--- src/rtl/jk_pkg.sv ---
// Shared types for the JK register: the operation-mode encoding and the
// per-bit JK action encoding ({j,k} read as a 2-bit code).
package jk_pkg;

  typedef enum logic [1:0] {
    JK_MODE_JK   = 2'b00,
    JK_MODE_UP   = 2'b01,
    JK_MODE_DOWN = 2'b10,
    JK_MODE_LOAD = 2'b11
  } jk_mode_e;

  typedef enum logic [1:0] {
    JK_ACT_HOLD   = 2'b00,
    JK_ACT_CLEAR  = 2'b01,
    JK_ACT_SET    = 2'b10,
    JK_ACT_TOGGLE = 2'b11
  } jk_act_e;

  function automatic jk_act_e jk_action(input logic j, input logic k);
    return jk_act_e'({j, k});
  endfunction

endpackage

--- src/rtl/jk_next_bit.sv ---
// Combinational next-state function of one JK bit.
module jk_next_bit
  import jk_pkg::*;
(
  input  logic j,
  input  logic k,
  input  logic q,
  output logic q_next
);

  always_comb begin
    q_next = q;
    case (jk_action(j, k))
      JK_ACT_HOLD:   q_next = q;
      JK_ACT_CLEAR:  q_next = 1'b0;
      JK_ACT_SET:    q_next = 1'b1;
      JK_ACT_TOGGLE: q_next = ~q;
      default:       q_next = q;
    endcase
  end

endmodule

--- src/rtl/jk_register.sv ---
// WIDTH-bit JK register with up/down count and parallel load modes.
// Define JK_SATURATE_EN to make UP/DOWN hold at the ends instead of wrapping.
module jk_register
  import jk_pkg::*;
#(
  parameter int               WIDTH = 8,
  parameter logic [WIDTH-1:0] INIT  = '0
) (
  input  logic             clk,
  input  logic             reset,
  input  logic             en,
  input  logic [1:0]       mode,
  input  logic [WIDTH-1:0] j,
  input  logic [WIDTH-1:0] k,
  output logic [WIDTH-1:0] q,
  output logic [WIDTH-1:0] qb,
  output logic             tc
);

  logic [WIDTH-1:0] state_q, state_d;
  logic [WIDTH-1:0] qb_q, qb_d;
  logic [WIDTH-1:0] jk_next;
  jk_mode_e         mode_e;
  logic             all_ones, all_zeros;

  assign mode_e    = jk_mode_e'(mode);
  assign all_ones  = &state_q;
  assign all_zeros = ~|state_q;

  for (genvar i = 0; i < WIDTH; i++) begin : g_bit
    jk_next_bit u_bit (
      .j      (j[i]),
      .k      (k[i]),
      .q      (state_q[i]),
      .q_next (jk_next[i])
    );
  end

  always_comb begin
    state_d = state_q;
    if (en) begin
      case (mode_e)
        JK_MODE_JK:   state_d = jk_next;
`ifdef JK_SATURATE_EN
        JK_MODE_UP:   state_d = all_ones  ? state_q : state_q + WIDTH'(1);
        JK_MODE_DOWN: state_d = all_zeros ? state_q : state_q - WIDTH'(1);
`else
        JK_MODE_UP:   state_d = state_q + WIDTH'(1);
        JK_MODE_DOWN: state_d = state_q - WIDTH'(1);
`endif
        JK_MODE_LOAD: state_d = j;
        default:      state_d = state_q;
      endcase
    end
  end

  // qb is registered from the same next value so it can never disagree with q
  assign qb_d = ~state_d;

  always_ff @(posedge clk) begin
    if (reset) begin
      state_q <= INIT;
      qb_q    <= ~INIT;
    end else begin
      state_q <= state_d;
      qb_q    <= qb_d;
    end
  end

  always_comb begin
    tc = 1'b0;
    case (mode_e)
      JK_MODE_UP:   tc = all_ones;
      JK_MODE_DOWN: tc = all_zeros;
      default:      tc = 1'b0;
    endcase
  end

  assign q  = state_q;
  assign qb = qb_q;

endmodule

--- config.mk ---
export PLATFORM = sky130hd
export DESIGN_NAME = jk_register
export DESIGN_NICKNAME = d
export VERILOG_FILES = /design/src/rtl/jk_pkg.sv /design/src/rtl/jk_next_bit.sv /design/src/rtl/jk_register.sv
export SDC_FILE = /design/constraint.sdc
export NUM_CORES = 1
export LEC_CHECK = 0
export CAP_MARGIN = 40
export CELL_PAD_IN_SITES_DETAIL_PLACEMENT = 1
export CELL_PAD_IN_SITES_GLOBAL_PLACEMENT = 2
export CORE_MARGIN = 2
export CORE_UTILIZATION = 27
export CTS_CLUSTER_SIZE = 30
export DETAILED_ROUTE_END_ITERATION = 12
export PLACE_DENSITY_LB_ADDON = 0.1
export SLEW_MARGIN = 20
export SYNTH_ARGS = -nofsm -noshare
export SYNTH_HDL_FRONTEND = slang
export SYNTH_HIERARCHICAL = 1
export SYNTH_SLANG_ARGS = --single-unit
--- constraint.sdc ---
create_clock -name clk -period 3.7 [get_ports clk]
set_input_delay 1.11 -clock clk [delete_from_list [all_inputs] [get_ports clk]]
set_output_delay 1.11 -clock clk [all_outputs]
set_load 0.01 [all_outputs]
==> flow_summary.json <==
{
  "htree_levels": 1,
  "clkLatencyLatePin_ps": 240,
  "path_class": "in2out",
  "fin_hold_ws_ps": 701,
  "initial_utilization_pct": 28.1,
  "yosysWarnings": 6,
  "setup_tns_ps": 0,
  "cp-start-kind": "input pin",
  "drive_above_1_share_pct": 14.0,
  "gr-usage-all-layers_pct": 16.6,
  "period_share_pct": 96.9,
  "cts_buffer_depth": 2,
  "post-place-ws_ps": -541,
  "setup.worst_path.end_class": "output pin",
  "gp_congestion": 0.754,
  "drv_slew": 0,
  "dr.pass1.iters": 4,
  "cts_hold_buf": 0,
  "drc": 0,
  "ir_drop_v": 0.000178,
  "ff2ff_path_depth": 8,
  "tightestPinTransition_ps": 621,
  "holdCritStartpoint": "q[0]",
  "seqPwrFrac_pct": 34.0,
  "via_per_inst": 5.14,
  "p_int_uw": 383,
  "overflow": 0,
  "min_to": "q[0]",
  "relSlewSlack_pct": 58.5,
  "synthCells": 190,
  "p_total_uw": 571,
  "core_area_mm2": 0.00514,
  "numCtsBuffers": 3,
  "power.density_mw_per_mm2": 284,
  "status": "finished clean",
  "p_comb_share_pct": 43.7,
  "synth.largest_area_cell": "dfxtp_1",
  "grt_pass1_vias": 1580,
  "path_max_fanout": 2,
  "first_iter_violations": 59,
  "period_needed_ps": 3590,
  "async_flop_share_pct": 0,
  "die_w_um": 77.1,
  "cp_data_arrival_time_ps": 2480,
  "wl_per_cell_um": 16.0,
  "grt_pass1_wl_um": 8000,
  "fin_skew_ps": 3.46,
  "dpl.hpwl_um": 3750,
  "rrSetupSlack_ps": 1380,
  "switching_share_pct": 32.9,
  "vias": 1568,
  "pin_count": 38,
  "synth_top_area_share_pct": 22.2,
  "final_cell_mix": "34 x clkdlybuf4s50_1, 21 x buf_4, 17 x inv_1",
  "drt-total-wl_um": 4870,
  "grt_max_degree": 25,
  "grt_antenna_before_repair": 0,
  "clock-root-buffer": "clkbuf_8",
  "syn-num-nets": 217,
  "die_area_mm2": 0.00594,
  "clockPowerShare_pct": 22.2,
  "tritoncts": "done",
  "syn_to_final_growth_pct": 39.6,
  "critical_path_required_ps": 2590,
  "whs_path_depth": 3,
  "setup_viol": 0,
  "rows": 26,
  "rsz0062_at_grt": "false",
  "synth_ff_type": "dfxtp_1",
  "drv_cap": 0,
  "io_buffers": 37,
  "diodes": 0,
  "ys_ff_latch": 16,
  "clkTransAtPathRegs_ps": 60,
  "min_path_type": "reg2reg",
  "syn_area_mm2": 0.00144,
  "synth_seq_area_share_pct": 22.2,
  "die_height_um": 77.1,
  "netSwitchingPower_uw": 188,
  "hold_viol": 0,
  "clkSinkCount": 16,
  "syn_area_per_cell_um2": 7.59,
  "antenna_left": 0,
  "max_freq_mhz": 279,
  "synth_edf_count": 0,
  "layout_setup_ws_ps": 113,
  "fin_nets": 264,
  "p_leak_nw": 0.822,
  "ys_top_cells_by_area": "dfxtp_1 22%, mux2i_1 5.6%, ha_1 5.2%",
  "final_common_cell": "clkdlybuf4s50_1",
  "r2r-start": "q[1]",
  "synth.distinct_cells": 54
}
[repair_timing]
action | in CTS | in global routing
buffers inserted | 1 | 0
setup endpoints to repair | 1 | 0
hold endpoints to repair | 0 | 0
resized for setup | 10 | 0
[synthesized netlist by cell type (5+ instances only)]
master,number
a211oi_1,5
a21oi_1,8
clkbuf_1,8
dfxtp_1,16
ha_1,6
inv_1,18
mux2i_1,8
nand2_1,16
nand2b_1,5
nor2_1,10
nor2b_1,5
o211ai_1,7
o21ai_0,10
[power groups by stage]
stage	logic, mW	clock network, mW	registers (mW)
2_1_floorplan	0.127	0	0.211
4_1_cts	0.252	0.132	0.195
5_1_grt	0.273	0.141	0.196
3_5_place_dp	0.249	0	0.198
3_3_place_gp	0.244	0	0.198
6_report	0.250	0.127	0.194
[cells by family after synthesis]
logic type | synth area share, %
AO/OA/AOI/OAI | 29.7
XOR/XNOR | 4.86
adder cells (fa/ha/maj) | 5.20
buffers and inverters | 10.8
flip-flops | 22.2
multiplexers | 5.55
AND/OR/NAND/NOR | 21.8
[per-layer routing]
metal	up-vias	wire length (µm)	track usage, %
li1	774	-	-
met1	764	2260	21.1
met2	28	2460	30.3
met3	2	137	2.94
met4	0	13	1.61
met5	-	0	0
[worst max-delay path, cell delays in order]
cell	delay [ps]
dlygate4sd2_1	260
inv_2	60
ha_2	170
inv_1	50
or4b_4	540
a21oi_2	150
buf_2	140
[stage by stage]
stage	area [µm²]	utilization, %	cells
2_1_floorplan	1440	-	190
3_3_place_gp	1960	38.2	301
3_5_place_dp	1960	38.2	301
4_1_cts	2010	39.2	305
5_1_grt	2010	39.2	305
6_report	2010	39.2	305
[worst max-delay path by stage]
stage | from | end | slack, ps | cells past startpoint
2_1_floorplan | mode[0] | tc | 170 | 6
3_3_place_gp | mode[0] | tc | -420 | 7
3_5_place_dp | mode[0] | tc | -540 | 7
4_1_cts | mode[0] | tc | 100 | 7
5_1_grt | mode[0] | tc | 50 | 7
6_report | mode[0] | tc | 110 | 7
[area by class of cell]
cell class / count / area (µm²)
Multi-Input combinational cell: 140 / 977
Timing Repair Buffer: 58 / 520
Inverter: 18 / 67.6
Sequential cell: 16 / 320
Clock buffer: 3 / 41.3
Fill cell: 661 / 3130
Tap cell: 70 / 87.6
Note: power is estimated with default switching activity, not from simulation.
